==> config.mk <==
export PLATFORM = sky130hd
export DESIGN_NAME = pipe_skid_stage
export DESIGN_NICKNAME = d
export VERILOG_FILES = /design/src/rtl/pipe_skid_stage.sv
export SDC_FILE = /design/constraint.sdc
export NUM_CORES = 1
export LEC_CHECK = 0
export CAP_MARGIN = 20
export CORE_ASPECT_RATIO = 0.6
export CORE_MARGIN = 2
export CORE_UTILIZATION = 36
export DETAILED_ROUTE_END_ITERATION = 6
export PLACE_DENSITY = 0.68
export SLEW_MARGIN = 5
export SYNTH_ARGS = -nofsm -noshare
export SYNTH_HDL_FRONTEND = slang
export SYNTH_SLANG_ARGS = --single-unit
==> constraint.sdc <==
create_clock -name clk -period 2.56 [get_ports clk]
set_input_delay 0.64 -clock clk [delete_from_list [all_inputs] [get_ports clk]]
set_output_delay 0.64 -clock clk [all_outputs]
set_load 0.01 [all_outputs]
==> src/rtl/pipe_skid_stage.sv <==
// Two-entry skid-buffered pipeline stage. in_ready is a registered output, so the
// upstream ready path never sees downstream stall logic combinationally.
module pipe_skid_stage #(
    parameter int unsigned LENGTH       = 32,
    parameter bit          ZERO_INVALID = 1'b0
) (
    input  logic              clk,
    input  logic              reset,
    input  logic              in_valid,
    output logic              in_ready,
    input  logic [LENGTH-1:0] in_data,
    output logic              out_valid,
    input  logic              out_ready,
    output logic [LENGTH-1:0] out_data,
    input  logic              flush,
    output logic [1:0]        occupancy
);

    typedef enum logic [1:0] {StEmpty, StBusy, StFull} state_e;

    state_e            state;
    logic [LENGTH-1:0] main_data;
    logic [LENGTH-1:0] skid_data;
    logic              acc;
    logic              pop;

    assign acc = in_valid & in_ready;
    assign pop = out_valid & out_ready;

    // out_valid, in_ready and occupancy are registered alongside the state.
    always_ff @(posedge clk or posedge reset) begin
        if (reset) begin
            state     <= StEmpty;
            main_data <= '0;
            skid_data <= '0;
            out_valid <= 1'b0;
            in_ready  <= 1'b1;
            occupancy <= 2'd0;
        end else if (flush) begin
            // A word accepted this cycle is dropped; data registers keep their contents.
            state     <= StEmpty;
            out_valid <= 1'b0;
            in_ready  <= 1'b1;
            occupancy <= 2'd0;
        end else begin
            unique case (state)
                StEmpty: begin
                    if (acc) begin
                        state     <= StBusy;
                        main_data <= in_data;
                        out_valid <= 1'b1;
                        occupancy <= 2'd1;
                    end
                end
                StBusy: begin
                    if (acc && pop) begin
                        main_data <= in_data;
                    end else if (acc) begin
                        state     <= StFull;
                        skid_data <= in_data;
                        in_ready  <= 1'b0;
                        occupancy <= 2'd2;
                    end else if (pop) begin
                        state     <= StEmpty;
                        out_valid <= 1'b0;
                        occupancy <= 2'd0;
                    end
                end
                StFull: begin
                    // Skid drains into main before anything new can be accepted.
                    if (pop) begin
                        state     <= StBusy;
                        main_data <= skid_data;
                        in_ready  <= 1'b1;
                        occupancy <= 2'd1;
                    end
                end
                default: begin
                    state     <= StEmpty;
                    out_valid <= 1'b0;
                    in_ready  <= 1'b1;
                    occupancy <= 2'd0;
                end
            endcase
        end
    end

    always_comb begin
        out_data = main_data;
        if (ZERO_INVALID && !out_valid) begin
            out_data = '0;
        end
    end

endmodule
==> results of run 1 <==
-- kinds of logic (layout without fill, tap and decap cells) --
kind of cell / after synthesis / after routing / share of synthesized area
mux: 32 / 32 / 0.104
simple gates: 43 / 43 / 0.103
flops: 68 / 68 / 0.489
compound gates: 107 / 107 / 0.252
buf+inv: 35 / 106 / 0.0518
-- state kept, by name, indices dropped and copies added (netlist names) --
signal / cells
out_data: 32
skid_data: 32
out_valid: 1
state: 2
in_ready: 1
-- final cells by class --
type	count	area (sq um)	share of cell area
flip-flops and latches	68	1700	0.368
multi-input cells	182	1600	0.347
repair buffers	87	853	0.185
clock buffers	12	267	0.0576
well taps	130	163	0.0352
clock inverters	4	22.5	0.00487
inverters	3	11.3	0.00244
-- stage by stage --
step | std cells | total power, uW | worst slack [ns] | instance area (sq um)
CTS | 486 | 5030 | 0.246 | 4620
detailed placement | 470 | 3830 | 0.172 | 4330
finish | 486 | 4970 | 0.236 | 4620
global route | 486 | 5280 | 0.170 | 4620
floorplan | 285 | 2970 | 0.210 | 3480
global placement | 470 | 3760 | 0.209 | 4330
-- power groups by stage --
stage               registers, uW  clock network [uW]  logic (uW)
floorplan                    1950                   0        1010
global placement             1890                   0        1870
detailed placement           1920                   0        1910
CTS                          1910                1210        1920
global route                 1970                1260        2060
finish                       1900                1170        1890
-- final timing paths --
kind / end / startpoint / slack, ns
worst min-delay path: skid_data[11] / skid_data[11] / 0.49
worst max-delay path: occupancy[1] / state[1] / 0.24
min in group asynchronous: skid_data[25] / reset / 0.58
worst max register to register: out_data[4] / state[1] / 0.58
max in group asynchronous: in_ready / reset / 1.41
worst min register to register: skid_data[11] / skid_data[11] / 0.49
-- Yosys cell counts --
cell,n
sky130_fd_sc_hd__nor2_2,1
sky130_fd_sc_hd__a22oi_1,2
sky130_fd_sc_hd__nand3b_1,1
sky130_fd_sc_hd__o31ai_1,1
sky130_fd_sc_hd__buf_6,4
sky130_fd_sc_hd__buf_1,1
sky130_fd_sc_hd__mux2_1,10
sky130_fd_sc_hd__and4bb_1,1
sky130_fd_sc_hd__dfstp_2,1
sky130_fd_sc_hd__nand2_1,1
sky130_fd_sc_hd__a211o_1,1
sky130_fd_sc_hd__a21boi_1,1
sky130_fd_sc_hd__and3b_1,32
sky130_fd_sc_hd__buf_2,6
sky130_fd_sc_hd__a22oi_2,30
sky130_fd_sc_hd__nor2_1,1
sky130_fd_sc_hd__buf_4,3
sky130_fd_sc_hd__and4_1,1
sky130_fd_sc_hd__a211oi_1,33
sky130_fd_sc_hd__a311oi_1,1
sky130_fd_sc_hd__and4b_1,1
sky130_fd_sc_hd__a21o_1,1
sky130_fd_sc_hd__nand2b_1,1
sky130_fd_sc_hd__clkbuf_1,18
sky130_fd_sc_hd__a221oi_1,1
sky130_fd_sc_hd__dfrtp_1,67
sky130_fd_sc_hd__o21bai_2,1
sky130_fd_sc_hd__a211o_2,1
sky130_fd_sc_hd__a21oi_1,34
sky130_fd_sc_hd__mux2_2,22
sky130_fd_sc_hd__or2_2,1
sky130_fd_sc_hd__inv_1,3
sky130_fd_sc_hd__nand4_1,2
-- routing by layer --
metal,GRT usage,vias to the layer above,wire (um),part of all wire
met5,0,-,0,0
met1,0.272,1377,4660,0.52
met3,0.0586,5,513,0.057
met2,0.257,72,3780,0.42
met4,0.0617,0,65,0.0072
li1,-,1234,-,-
==> insert_results.sql, run 1 <==
INSERT INTO impl_metrics (metric_group, metric, value, unit) VALUES
('sta', 'timing_max_transition_violations_final', '0', ''),
('sta', 'clock-skew-final', '0.00367', 'ns'),
('drt', 'route.final.wire_length', '9030', 'um'),
('setup_path', 'maximum_single_stage_delay_on_the_critical_path', '0.71', 'ns'),
('sta', 'hold_viol_final', '0', ''),
('setup_path', 'timing_worst_setup_path_type', 'reg -> out', ''),
('logic_synthesis', 'synth.top_cell.area_share', '0.482', ''),
('setup_path', 'cpLargestDelayFamily', 'flip-flops', ''),
('run_status', 'run_status', 'finished clean', ''),
('setup_path', 'worst-endpoint-arrival', '1.68', 'ns'),
('drt', 'vias_per_std_cell', '5.53', ''),
('placement', 'dp_hpwl', '5940', 'um'),
('drt', 'final_antenna_net_count', '0', ''),
('hold_path', 'hold_path_depth', '1', ''),
('floorplan', 'pin_count', '73', ''),
('final_layout', 'antenna-diode-count', '0', ''),
('floorplan', 'die_y', '80.2', 'um'),
('drt', 'drcViolationCount', '0', ''),
('clock_network', 'insertion_delay_to_the_later_sink_of_the_worst_skew_pair', '0.33', 'ns'),
('floorplan', 'initial_utilization', '0.375', ''),
('logic_synthesis', 'synth.top_cells.by_area', 'sky130_fd_sc_hd__dfrtp_1, sky130_fd_sc_hd__a22oi_2, sky130_fd_sc_hd__and3b_1', ''),
('pwr', 'switchingPower', '1540', 'uW'),
('logic_synthesis', 'synth.ff_latch_count', '68', ''),
('drt', 'drt-wirelength-per-cell', '18.6', 'um'),
('logic_synthesis', 'post_synth_num_cell_types', '33', ''),
('drt', 'first_iter_violations', '159', ''),
('clock_network', 'cts.sinks', '68', ''),
('floorplan', 'fp.dieArea', '0.0105', 'sq mm'),
('sta', 'timing.hold.ws', '0.487', 'ns'),
('logic_synthesis', 'netlist_area', '0.00348', 'sq mm'),
('final_layout', 'layout-drive-gt1-share', '0.253', ''),
('final_layout', 'num-nets-final', '388', ''),
('clock_network', 'worst_setup_hold_path_clk_slew', '0.05', 'ns'),
('clock_network', 'total_cts_buffers', '9', ''),
('pwr', 'cellInternalPower', '3430', 'uW'),
('final_layout', 'finish.utilization', '0.498', ''),
('clock_network', 'postCtsHoldBufs', '0', ''),
('placement', 'port_buffers', '72', ''),
('pwr', 'power.share.clock', '0.236', ''),
('sta', 'finalSetupTns', '0', 'ns'),
('setup_path', 'worstPathCellList', 'clkdlybuf4s50_1', ''),
('run', 'cap_viol_max_count', '0', ''),
('pwr', 'sequential_power_share', '0.383', ''),
('setup_path', 'depth_of_the_most_critical_reg_to_reg_path', '5', ''),
('final_layout', 'nFillCells', '841', ''),
('logic_synthesis', 'syn_nets', '322', ''),
('final_layout', 'mostFrequentLayoutCells', 'sky130_fd_sc_hd__clkdlybuf4s50_1, sky130_fd_sc_hd__dfrtp_1, sky130_fd_sc_hd__a21oi_1', ''),
('logic_synthesis', 'synth_cells', '285', ''),
('clock_network', 'tritoncts', 'built', ''),
('sta', 'fin_crit_sh', '0.908', ''),
('drt', 'dr_total_vias', '2688', ''),
('pwr', 'vdd_drop_max', '0.513', 'mV'),
('grt', 'global_route.overflow_total', '0', ''),
('grt', 'grt_first_pass_wirelength', '14500', 'um'),
('clock_network', 'htree_num_levels', '3', ''),
('setup_path', 'crit_path_start_kind', 'register', ''),
('drt', 'drt_first_pass_iters', '4', ''),
('grt', 'number_of_global_route_vias_before_repair', '2614', ''),
('sta', 'rsz0062_at_grt', 'false', ''),
('logic_synthesis', 'yosysWarnings', '0', ''),
('grt', 'pin_count_of_the_biggest_net_entering_global_routing', '39', ''),
('clock_network', 'postCtsSetupBuffers', '0', ''),
('clock_network', 'post_cts_resize_count', '0', ''),
('final_layout', 'final_common_cell', 'sky130_fd_sc_hd__clkdlybuf4s50_1', ''),
('sta', 'final_period_minus_worst_setup_slack', '2.32', 'ns'),
('logic_synthesis', 'syn_avg_cell_area', '12.2', 'sq um'),
('setup_path', 'cp_endpoint_kind', 'output pin', ''),
('pwr', 'switching_part_of_the_total_power', '0.310', ''),
('setup_path', 'cp.depth', '1', ''),
('hold_path', 'worstHoldPathType', 'reg -> reg', ''),
('pwr', 'total_leakage_power', '0.00192', 'uW');
No activity file was read; power rests on OpenSTA's default activity.
==> run 2: changes to the inputs <==
--- a/config.mk
+++ b/config.mk
@@ -7,10 +7,11 @@
 export LEC_CHECK = 0
 export CAP_MARGIN = 20
 export CORE_ASPECT_RATIO = 0.6
-export CORE_MARGIN = 2
+export CORE_MARGIN = 3
 export CORE_UTILIZATION = 36
 export DETAILED_ROUTE_END_ITERATION = 6
-export PLACE_DENSITY = 0.68
+export DONT_BUFFER_PORTS = 1
+export PLACE_DENSITY = 0.58
 export SLEW_MARGIN = 5
 export SYNTH_ARGS = -nofsm -noshare
 export SYNTH_HDL_FRONTEND = slang
==> run 2 against run 1 <==
Clock power up 3%. Wire length up 0.96%. Utilization down 8.0 points. Sequential share of layout area up 7.1 points. Worst setup slack better by 0.29 ns. Count of clock-buffer cells in the layout up 1. Worst hold slack worse by 0.21 ns. Largest cell class unchanged. Largest power group unchanged.
==> insert_results.sql, run 2 (same netlist as run 1, synthesis figures left out) <==
INSERT INTO impl_metrics (metric_group, metric, value, unit) VALUES
('run_status', 'run_status', 'finished clean', ''),
('drt', 'drt-wirelength-per-cell', '22.2', 'um'),
('setup_path', 'cp_num_buf_inv', '1', ''),
('grt', 'pin_count_of_the_biggest_net_entering_global_routing', '39', ''),
('final_layout', 'layout.cells.non_filler', '411', ''),
('clock_network', 'cts.sinks', '68', ''),
('sta', 'setup-violations-final', '0', ''),
('clock_network', 'root_buffer_cell', 'sky130_fd_sc_hd__clkbuf_16', ''),
('clock_network', 'htree_num_levels', '3', ''),
('floorplan', 'rows', '27', ''),
('drt', 'first_iter_violations', '147', ''),
('placement', 'dp_hpwl', '5830', 'um'),
('final_layout', 'layout-drive-gt1-share', '0.295', ''),
('setup_path', 'cpLargestDelayFamily', 'compound AO/OA/AOI/OAI gates', ''),
('placement', 'postPlaceCellArea', '0.00359', 'sq mm'),
('grt', 'global_route.overflow_total', '0', ''),
('setup_path', 'cp_slowest_cell', 'sky130_fd_sc_hd__a211o_2', ''),
('final_layout', 'synthToLayoutAreaGrowth', '11.4', '%'),
('final_layout', 'nFillCells', '885', ''),
('floorplan', 'die-width', '133', 'um'),
('drt', 'vias_per_std_cell', '5.76', ''),
('hold_path', 'worstHoldPathType', 'in -> async', ''),
('drt', 'drcViolationCount', '0', ''),
('clock_network', 'post_cts_resize_count', '0', ''),
('placement', 'port_buffers', '0', ''),
('floorplan', 'initial_utilization', '0.375', ''),
('setup_path', 'timing.critical_path.required', '2.73', 'ns'),
('setup_path', 'top_fanout_value_on_the_critical_path', '32', ''),
('drt', 'route.final.wire_length', '9110', 'um'),
('drt', 'final_antenna_net_count', '0', ''),
('grt', 'global_route.usage.total', '0.179', ''),
('pwr', 'total_power_divided_by_cell_area', '1140', 'mW/mm^2'),
('final_layout', 'finish.utilization', '0.417', ''),
('setup_path', 'reg2reg_setup_slack', '0.53', 'ns'),
('setup_path', 'worstPathCellList', 'buf_4, and4b_1, a211o_2, a22oi_1', ''),
('sta', 'timing_max_transition_violations_final', '0', ''),
('final_layout', 'final_common_cell', 'sky130_fd_sc_hd__dfrtp_1', ''),
('floorplan', 'die_y', '82.2', 'um'),
('floorplan', 'floorplan.core_area', '0.00929', 'sq mm'),
('sta', 'max_slew.worst_pin.slew', '0.940', 'ns'),
('setup_path', 'maximum_single_stage_delay_on_the_critical_path', '0.75', 'ns'),
('sta', 'timing.max_slew.rel_slack', '0.373', ''),
('clock_network', 'worst_setup_hold_path_clk_slew', '0.05', 'ns'),
('placement', 'dpl.cell_count', '396', ''),
('sta', 'clock-skew-final', '0.00652', 'ns'),
('grt', 'antenna_found_initial', '0', ''),
('grt', 'grt_first_pass_wirelength', '14700', 'um'),
('pwr', 'p_total', '4420', 'uW'),
('clock_network', 'total_cts_buffers', '9', ''),
('clock_network', 'postCtsHoldBufs', '0', ''),
('final_layout', 'mostFrequentLayoutCells', 'sky130_fd_sc_hd__dfrtp_1, sky130_fd_sc_hd__a21oi_1, sky130_fd_sc_hd__a211oi_1', ''),
('sta', 'final_period_minus_worst_setup_slack', '2.03', 'ns'),
('sta', 'rsz0062_at_grt', 'false', ''),
('pwr', 'total_leakage_power', '0.00162', 'uW'),
('run', 'cap_viol_max_count', '0', ''),
('final_layout', 'layout.cell_area.non_filler', '0.00388', 'sq mm'),
('drt', 'dr_total_vias', '2367', ''),
('final_layout', 'antenna-diode-count', '0', ''),
('sta', 'finalSetupTns', '0', 'ns'),
('setup_path', 'crit_path_start_kind', 'register', ''),
('clock_network', 'postCtsSetupBuffers', '0', ''),
('sta', 'timing.fmax', '492', 'MHz'),
('grt', 'number_of_global_route_vias_before_repair', '2458', ''),
('setup_path', 'timing_worst_setup_path_type', 'reg -> reg', ''),
('setup_path', 'cp_endpoint_kind', 'register', ''),
('clock_network', 'tritoncts', 'built', ''),
('pwr', 'vdd_drop_max', '0.386', 'mV'),
('sta', 'hold_viol_final', '0', ''),
('placement', 'gp_routability_congestion', '0.761', ''),
('clock_network', 'insertion_delay_to_the_later_sink_of_the_worst_skew_pair', '0.34', 'ns'),
('setup_path', 'worst-endpoint-arrival', '2.20', 'ns'),
('sta', 'fin_crit_sh', '0.793', ''),
('clock_network', 'clk_path_buf_depth', '2', ''),
('drt', 'drt_first_pass_iters', '4', ''),
('floorplan', 'fp.dieArea', '0.0109', 'sq mm'),
('floorplan', 'pin_count', '73', ''),
('final_layout', 'num-nets-final', '314', '');
[run 2: cell count changes in the layout (fill, tap and decap cells not counted), sizes merged]
cell,delta
clkdlybuf4s50,-71
buf,-3
clkinv,-2
bufinv,+1
clkbuf,+1
clkinvlp,-1
[run 2: stage by stage]
step                      hold slack [ns]  worst slack, ns
after global placement              0.466            0.530
after CTS                           0.288            0.501
final                               0.273            0.529
after detailed placement            0.477            0.498
after global routing                0.324            0.354
after floorplan                     0.457            0.210
[run 2: final cells by class]
class	instances	area [sq um]	area share
clock buffer	13	250	0.0646
clock inverter	2	35.0	0.00904
inverter	3	11.3	0.00291
multi-input combinational	182	1600	0.414
sequential	68	1700	0.439
tap	130	163	0.0420
timing repair buffer	13	110	0.0284
[run 2: path summary, 6_finish.rpt]
check                         startpoint            end  depth (start not counted)
max                             state[1]   out_data[14]                          4
min                                reset    out_data[2]                          1
max reg2reg                     state[1]   out_data[14]                          4
min reg2reg                skid_data[25]  skid_data[25]                          1
max in group asynchronous          reset   out_data[20]                          2
min in group clk                   flush      out_valid                          1
[run 2: worst reg2reg max path, delay by kind of cell, from the launching register on]
kind	cells	cell delay [ns]
AOI/OAI and AO/OA	2	0.91
and+or+nand+nor	1	0.27
DFF	1	0.47
buffers and inverters	1	0.21
[run 2: report_power, final]
| group | total, uW | internal (uW) | switching (uW) |
|---|---|---|---|
| registers | 2060 | 1600 | 458 |
| logic | 1140 | 607 | 538 |
| clock network | 1210 | 774 | 441 |
| total | 4420 | 2980 | 1440 |
[run 2: per-layer routing]
metal  vias up  global-route usage  wire [um]  share of wire
met5         -                   0          0              0
met1      1225               0.244       4470           0.49
met2        59               0.249       3750           0.41
li1       1076                   -          -              -
met3         7              0.0872        816          0.090
met4         0              0.0498         79         0.0087
==> run 3: changes to the inputs <==
==> constraint.sdc (replaced) <==
create_clock -name clk -period 2 [get_ports clk]
set_input_delay 0.5 -clock clk [delete_from_list [all_inputs] [get_ports clk]]
set_output_delay 0.5 -clock clk [all_outputs]
set_load 0.01 [all_outputs]
==> run 3 against run 2 <==
Utilization rose by 1.2 points. Critical path depth rose by 1. First-iteration DRC count rose by 16%. Cell count rose by 1.2%. Sequential share of layout area fell by 1.2 points. Count of clock-buffer cells in the layout fell by 1. Fmax rose by 19%. Sequential power rose by 28%. Non-clock buffer count rose by 4. Die area did not move. Global-route usage fell by 0.59 points. Largest cell class unchanged.
==> insert_results.sql, run 3 (same netlist as run 1, synthesis figures left out) <==
INSERT INTO impl_metrics (metric_group, metric, value, unit) VALUES
('sta', 'timing.max_slew.rel_slack', '0.648', ''),
('final_layout', 'mostFrequentLayoutCells', 'sky130_fd_sc_hd__dfrtp_1, sky130_fd_sc_hd__a21oi_1, sky130_fd_sc_hd__a211oi_1', ''),
('floorplan', 'die_y', '82.2', 'um'),
('grt', 'antenna_found_initial', '0', ''),
('floorplan', 'initial_utilization', '0.375', ''),
('final_layout', 'synthToLayoutAreaGrowth', '14.6', '%'),
('drt', 'drcViolationCount', '0', ''),
('pwr', 'p_total', '6000', 'uW'),
('sta', 'setup-violations-final', '0', ''),
('clock_network', 'clk_path_buf_depth', '2', ''),
('clock_network', 'tritoncts', 'built', ''),
('sta', 'max_slew.worst_pin.slew', '0.525', 'ns'),
('setup_path', 'r2r-start', 'state[0]', ''),
('setup_path', 'reg2reg_setup_slack', '0.29', 'ns'),
('final_layout', 'final_common_cell', 'sky130_fd_sc_hd__dfrtp_1', ''),
('pwr', 'total_leakage_power', '0.00167', 'uW'),
('placement', 'post_placement_worst_setup_slack', '0.314', 'ns'),
('setup_path', 'cp_endpoint_kind', 'register', ''),
('grt', 'global_route.usage.total', '0.173', ''),
('run', 'cap_viol_max_count', '0', ''),
('grt', 'grt_first_pass_wirelength', '14100', 'um'),
('pwr', 'vdd_drop_max', '0.464', 'mV'),
('setup_path', 'crit_path_start', 'state[0]', ''),
('drt', 'vias_per_std_cell', '5.81', ''),
('setup_path', 'timing.critical_path.required', '2.25', 'ns'),
('setup_path', 'regToRegEndpoint', 'out_data[23]', ''),
('clock_network', 'insertion_delay_to_the_later_sink_of_the_worst_skew_pair', '0.33', 'ns'),
('sta', 'rsz0062_at_grt', 'false', ''),
('sta', 'worst_slack', '0.292', 'ns'),
('sta', 'timing_max_transition_violations_final', '0', ''),
('clock_network', 'total_cts_buffers', '9', ''),
('floorplan', 'pin_count', '73', ''),
('placement', 'gp_routability_congestion', '0.811', ''),
('clock_network', 'postCtsSetupBuffers', '0', ''),
('floorplan', 'die-width', '133', 'um'),
('setup_path', 'timing_worst_setup_path_type', 'reg -> reg', ''),
('final_layout', 'layout.cell_area.non_filler', '0.00399', 'sq mm'),
('setup_path', 'top_fanout_value_on_the_critical_path', '18', ''),
('drt', 'drt_first_pass_iters', '4', ''),
('clock_network', 'root_buffer_cell', 'sky130_fd_sc_hd__clkbuf_16', ''),
('grt', 'pin_count_of_the_biggest_net_entering_global_routing', '69', ''),
('setup_path', 'crit_path_start_kind', 'register', ''),
('drt', 'drt-wirelength-per-cell', '22.2', 'um'),
('clock_network', 'htree_num_levels', '3', ''),
('hold_path', 'worstHoldPathType', 'in -> async', ''),
('floorplan', 'floorplan.core_area', '0.00929', 'sq mm'),
('floorplan', 'fp.dieArea', '0.0109', 'sq mm'),
('floorplan', 'rows', '27', ''),
('clock_network', 'worst_setup_hold_path_clk_slew', '0.06', 'ns'),
('grt', 'number_of_global_route_vias_before_repair', '2373', ''),
('placement', 'postPlaceCellArea', '0.00364', 'sq mm'),
('sta', 'fin_crit_sh', '0.854', ''),
('final_layout', 'num-nets-final', '318', ''),
('sta', 'timing.fmax', '585', 'MHz'),
('drt', 'final_antenna_net_count', '0', ''),
('sta', 'final_period_minus_worst_setup_slack', '1.71', 'ns'),
('pwr', 'total_power_divided_by_cell_area', '1510', 'mW/mm^2'),
('final_layout', 'antenna-diode-count', '0', ''),
('setup_path', 'worst-endpoint-arrival', '1.96', 'ns'),
('sta', 'finalSetupTns', '0', 'ns'),
('clock_network', 'cts.sinks', '68', ''),
('setup_path', 'worst_setup_path_endpoint', 'out_data[23]', ''),
('sta', 'hold_viol_final', '0', ''),
('final_layout', 'layout-drive-gt1-share', '0.315', ''),
('clock_network', 'postCtsHoldBufs', '0', ''),
('setup_path', 'depth_of_the_most_critical_reg_to_reg_path', '5', ''),
('placement', 'port_buffers', '0', ''),
('clock_network', 'post_cts_resize_count', '0', ''),
('run_status', 'run_status', 'finished clean', ''),
('drt', 'route.final.wire_length', '9230', 'um'),
('drt', 'dr_total_vias', '2418', ''),
('sta', 'clock-skew-final', '0.00750', 'ns'),
('grt', 'global_route.overflow_total', '0', ''),
('drt', 'first_iter_violations', '170', ''),
('placement', 'dp_hpwl', '6040', 'um');
[run 3: worst min path at each step]
stage                  start       endpoint  slack, ns  cells past startpoint
2_1_floorplan  skid_data[10]  skid_data[10]       0.46                      1
3_3_place_gp   skid_data[14]  skid_data[14]       0.47                      1
3_5_place_dp   skid_data[15]  skid_data[15]       0.48                      1
4_1_cts                reset   out_data[24]       0.15                      2
5_1_grt                reset    out_data[7]       0.17                      2
6_report               reset   out_data[10]       0.13                      2
[run 3: layout make-up]
type / instances / area (sq um)
Sequential cell: 68 / 1700
Clock inverter: 4 / 95.1
Multi-Input combinational cell: 182 / 1600
Tap cell: 130 / 163
Fill cell: 883 / 5300
Timing Repair Buffer: 17 / 153
Clock buffer: 12 / 256
Inverter: 3 / 15.0
[run 3: worst max-delay path, cell delays in order (launching register included)]
cell and delay, ns:
sky130_fd_sc_hd__dfrtp_1 0.45, sky130_fd_sc_hd__buf_4 0.21, sky130_fd_sc_hd__and4b_1 0.24, sky130_fd_sc_hd__a211o_2 0.29, sky130_fd_sc_hd__buf_4 0.23, sky130_fd_sc_hd__a22oi_2 0.19
[run 3: stage by stage]
stage	std cells	utilization	hold WS [ns]
after floorplan	285	-	0.457
after global placement	400	0.392	0.466
after detailed placement	400	0.392	0.478
after CTS	416	0.429	0.149
after global routing	416	0.429	0.170
final	416	0.429	0.132
[run 3: metal layers]
layer / track usage / up-vias / share of wire
li1: - / 1089 / -
met1: 0.238 / 1233 / 0.48
met2: 0.229 / 90 / 0.40
met3: 0.101 / 6 / 0.12
met4: 0.0405 / 0 / 0.0053
met5: 0 / - / 0
[run 3: where the power goes]
group / switching (uW) / total (uW) / internal, uW
registers: 592 / 2640 / 2040
clock network: 582 / 1870 / 1280
logic: 697 / 1500 / 803
total: 1870 / 6000 / 4130
==> RTL edit 1, RTL diff (config.mk and constraints of run 3) <==
Change the parameter `LENGTH` from 32 to 64.
--- a/src/rtl/pipe_skid_stage.sv
+++ b/src/rtl/pipe_skid_stage.sv
@@ -1,7 +1,7 @@
 // Two-entry skid-buffered pipeline stage. in_ready is a registered output, so the
 // upstream ready path never sees downstream stall logic combinationally.
 module pipe_skid_stage #(
-    parameter int unsigned LENGTH       = 32,
+    parameter int unsigned LENGTH       = 64,
     parameter bit          ZERO_INVALID = 1'b0
 ) (
     input  logic              clk,
Interface: changed (resized in_data and out_data); port bits go from 73 to 137. The function was not compared with the original's and may differ.
==> RTL edit 1 against run 3 <==
Cell count rose by 84%; worst setup slack got worse by 140 ps; total power grew 85%; sequential cell count up 64; area after synthesis grew 83%; maximum frequency down 7.4%; cell area up 82%; wire length increased by 90%; die area increased by 78%; register-to-register slack got worse by 120 ps; critical path depth decreased by 4; first-iteration DRC count is 52% higher; clock power rose by 83%; largest cell class unchanged.
==> RTL edit 1: results (changes against run 3) <==
----------------------------------------------------
[Critical path]
  R2r endpoint ... out_data[35] (was out_data[23])
  Largest stage delay on the critical path ... 470 ps (was 450 ps)
  Max Fanout on Critical Path ... 46 (was 18)
  Worst reg2reg path startpoint ... in_ready (was state[0])
  Cell with the largest stage delay on the worst path ... buf_4 (was dfrtp_1)
  Reg2Reg Setup Slack ... 170 ps (was 290 ps)
  Worst EP arrival ... 1350 ps (was 1960 ps)
  Cell depth of the worst flop-to-flop path ... 4 (was 5)

[GRT]
  Pin count of the biggest net entering global routing ... 71 (was 69)
  Wire length of the first global-routing pass ... 27.4 mm (was 14.1 mm)
  GRT Overall Usage ... 18.5% (was 17.3%)
  M3 GR Usage ... 9.12% (was 10.1%)
  Global routing met1 resource utilization ... 22.8% (was 23.8%)

[Synthesis]
  Fraction of the mapped netlist area in compound gates ... 21.4% (was 25.2%)
  Top cells by count, synth ... dfrtp_1, and3b_1, a21oi_1 (was dfrtp_1, a21oi_1, a211oi_1)
  Unique cell type count in the Yosys netlist ... 28 (was 33)
  Dominant cells by area after synthesis ... dfrtp_1, mux2_2, and3b_1 (was dfrtp_1, a22oi_2, and3b_1)
  Number of nets in the synthesized netlist ... 612 (was 322)
  Mux share of post-synthesis cell area ... 11.5% (was 10.4%)

[Clocking]
  Worst-skew pair later-pin latency ... 420 ps (was 330 ps)
  CTS H-tree depth ... 4 (was 3)
  CTS buffer count ... 17 (was 9)

[Drt]
  Detailed-route wire length ... 17.5 mm (was 9.23 mm)
  Number of violations reported at the end of detailed-routing iteration 0 ... 259 (was 170)
  Amount of wire on met3 after detailed routing ... 1.85 mm (was 1.11 mm)
  Via Count ... 4539 (was 2418)

[Final layout]
  Non-filler instance count after layout ... 765 (was 416)
  Layout fillers ... 1594 (was 883)
  Signed area change from the synthesized netlist to the final layout ... 13.9% (was 14.6%)

[Power]
  Leakage power ... 3.13 nW (was 1.67 nW)
  Worst IR drop on VDD ... 0.000443 V (was 0.000464 V)

[Status]
  Run status ... complete, no violations (unchanged)

[Placed design]
  Post-placement setup slack ... 186 ps (was 314 ps)
  Post-detailed-placement cell area ... 6620 sq um (was 3640 sq um)
  Placed Cells ... 733 (was 400)
  Gp weighted congestion ... 0.792 (was 0.811)

[STA]
  Rel. slew slack ... 62.5% (was 64.8%)

----------------------------------------------------
==> RTL edit 1: where the power goes <==
part | total, W | internal, W | switching, W
clock | 0.00343 | 0.00226 | 0.00117
combinational | 0.00253 | 0.00132 | 0.00121
sequential | 0.00518 | 0.00399 | 0.00119
total | 0.0111 | 0.00757 | 0.00357
==> RTL edit 1: how the worst max path moves through the flow <==
| stage | slack [ps] | endpoint | startpoint |
|---|---|---|---|
| finish | 150 | occupancy[1] | state[1] |
| global route | 40 | out_data[27] | in_ready |
| CTS | 130 | occupancy[1] | state[1] |
| detailed placement | 190 | out_data[35] | in_ready |
| global placement | 210 | out_data[24] | in_ready |
| floorplan | -140 | out_data[0] | reset |
==> RTL edit 1: layout make-up <==
cell class / count / area share (%)
flip-flops and latches: 132 / 45.5
multi-input cells: 345 / 38.1
clock buffers: 25 / 6.95
well taps: 234 / 4.03
repair buffers: 20 / 3.27
clock inverters: 7 / 1.96
inverters: 2 / 0.155
==> RTL edit 2, RTL diff (settings of run 3) <==
Made on the original files. Re-encode `state_e` (3 states) as one-hot, 3 bits wide.
--- a/src/rtl/pipe_skid_stage.sv
+++ b/src/rtl/pipe_skid_stage.sv
@@ -16,7 +16,7 @@
     output logic [1:0]        occupancy
 );
 
-    typedef enum logic [1:0] {StEmpty, StBusy, StFull} state_e;
+    typedef enum logic [2:0] {StEmpty = 3'b001, StBusy = 3'b010, StFull = 3'b100} state_e;
 
     state_e            state;
     logic [LENGTH-1:0] main_data;
Check against the original RTL: no difference found for any inputs over 10 cycles, from zero or initial values and one cycle with reset high; not proved beyond that.
==> RTL edit 2 against run 3 <==
Maximum frequency fell by 7.3%; sequential cell count up 1; worst setup slack got worse by 130 ps; count of clock-buffer cells in the layout unchanged; cell area decreased by 8.1%; wire length shrank 35%; area after synthesis fell by 10%; largest cell class unchanged.
Power is not compared: it rests on default switching activity, and its combinational part moved more than twofold at a synthesized area within 25%.
==> RTL edit 2: results (changes against run 3) <==
----------------------------------------------------
[GRT]
  Wire length of the first global-routing pass ... 9.65 mm (was 14.1 mm)
  Met2 Resource Use GR ... 16.5% (was 22.9%)
  Number of global-route vias before repair ... 1775 (was 2373)
  Global routing met1 resource utilization ... 17.5% (was 23.8%)
  GRT Overall Usage ... 12.9% (was 17.3%)
  M3 GR Usage ... 7.00% (was 10.1%)
  Pin count of the biggest net entering global routing ... 70 (was 69)

[Synthesis]
  Unique cell type count in the Yosys netlist ... 30 (was 33)
  Portion of the post-synthesis area used by sequential elements ... 55.3% (was 48.9%)
  Top cells by count, synth ... mux2_2, dfrtp_1, buf_2, nor2_1, a21oi_1 (was dfrtp_1, a21oi_1, a211oi_1)
  Number of instances in the synthesized netlist ... 212 (was 285)

[Final layout]
  Number of nets in the layout ... 261 (was 318)
  Share of layout cells above drive strength 1 ... 56.3% (was 31.5%)

[STA]
  Clock Skews ... 3.66 ps (was 7.50 ps)
  Worst hold slack across all endpoints ... 138 ps (was 132 ps)

[Critical path]
  Max Fanout on Critical Path ... 7 (was 18)
  Cell depth of the worst flop-to-flop path ... 4 (was 5)
  Worst reg2reg path startpoint ... state[0] (unchanged)
  Cell with the largest stage delay on the worst path ... dfstp_2 (was dfrtp_1)
  Critical path endpoint ... out_data[5] (was out_data[23])
  Largest stage delay on the critical path ... 530 ps (was 450 ps)
  Worst EP arrival ... 2050 ps (was 1960 ps)

[Placed design]
  Gp weighted congestion ... 0.771 (was 0.811)
  Placed Cells ... 321 (was 400)
  Post-placement setup slack ... 114 ps (was 314 ps)

[Drt]
  Via density per instance ... 5.08 (was 5.81)
  Detailed-route wire length ... 5.99 mm (was 9.23 mm)
  Via Count ... 1712 (was 2418)
  Number of violations reported at the end of detailed-routing iteration 0 ... 46 (was 170)

[Status]
  Run status ... complete, no violations (unchanged)

----------------------------------------------------
==> RTL edit 2: cell types whose count changed after synthesis, moves of 4 or more <==
cell,delta
nor2_1,+4
a211oi_1,-33
and3b_1,-32
mux2_1,-10
a22oi_2,-30
mux2_2,+73
a21oi_1,-30
clkbuf_1,-17
==> RTL edit 2: layout make-up <==
class / count / area [sq um]
clock buffers: 12 / 246
clock inverters: 4 / 47.5
fillers: 711 / 4500
inverters: 2 / 11.3
multi-input cells: 129 / 1310
flip-flops and latches: 69 / 1730
well taps: 108 / 135
repair buffers: 13 / 185
==> RTL edit 2: cells by family after synthesis <==
group | Yosys count | synth area share, %
flip-flops | 69 | 55.3
multiplexers | 96 | 34.7
AO/OA/AOI/OAI | 12 | 2.96
buffers and inverters | 14 | 2.96
AND/OR/NAND/NOR | 20 | 3.76
XOR/XNOR | 1 | 0.280
==> RTL edit 2: layer usage <==
metal  vias up  wire length, um
met3         7              621
met1       850             2910
met2        61             2390
li1        794                -
met5         -                0
met4         0               67
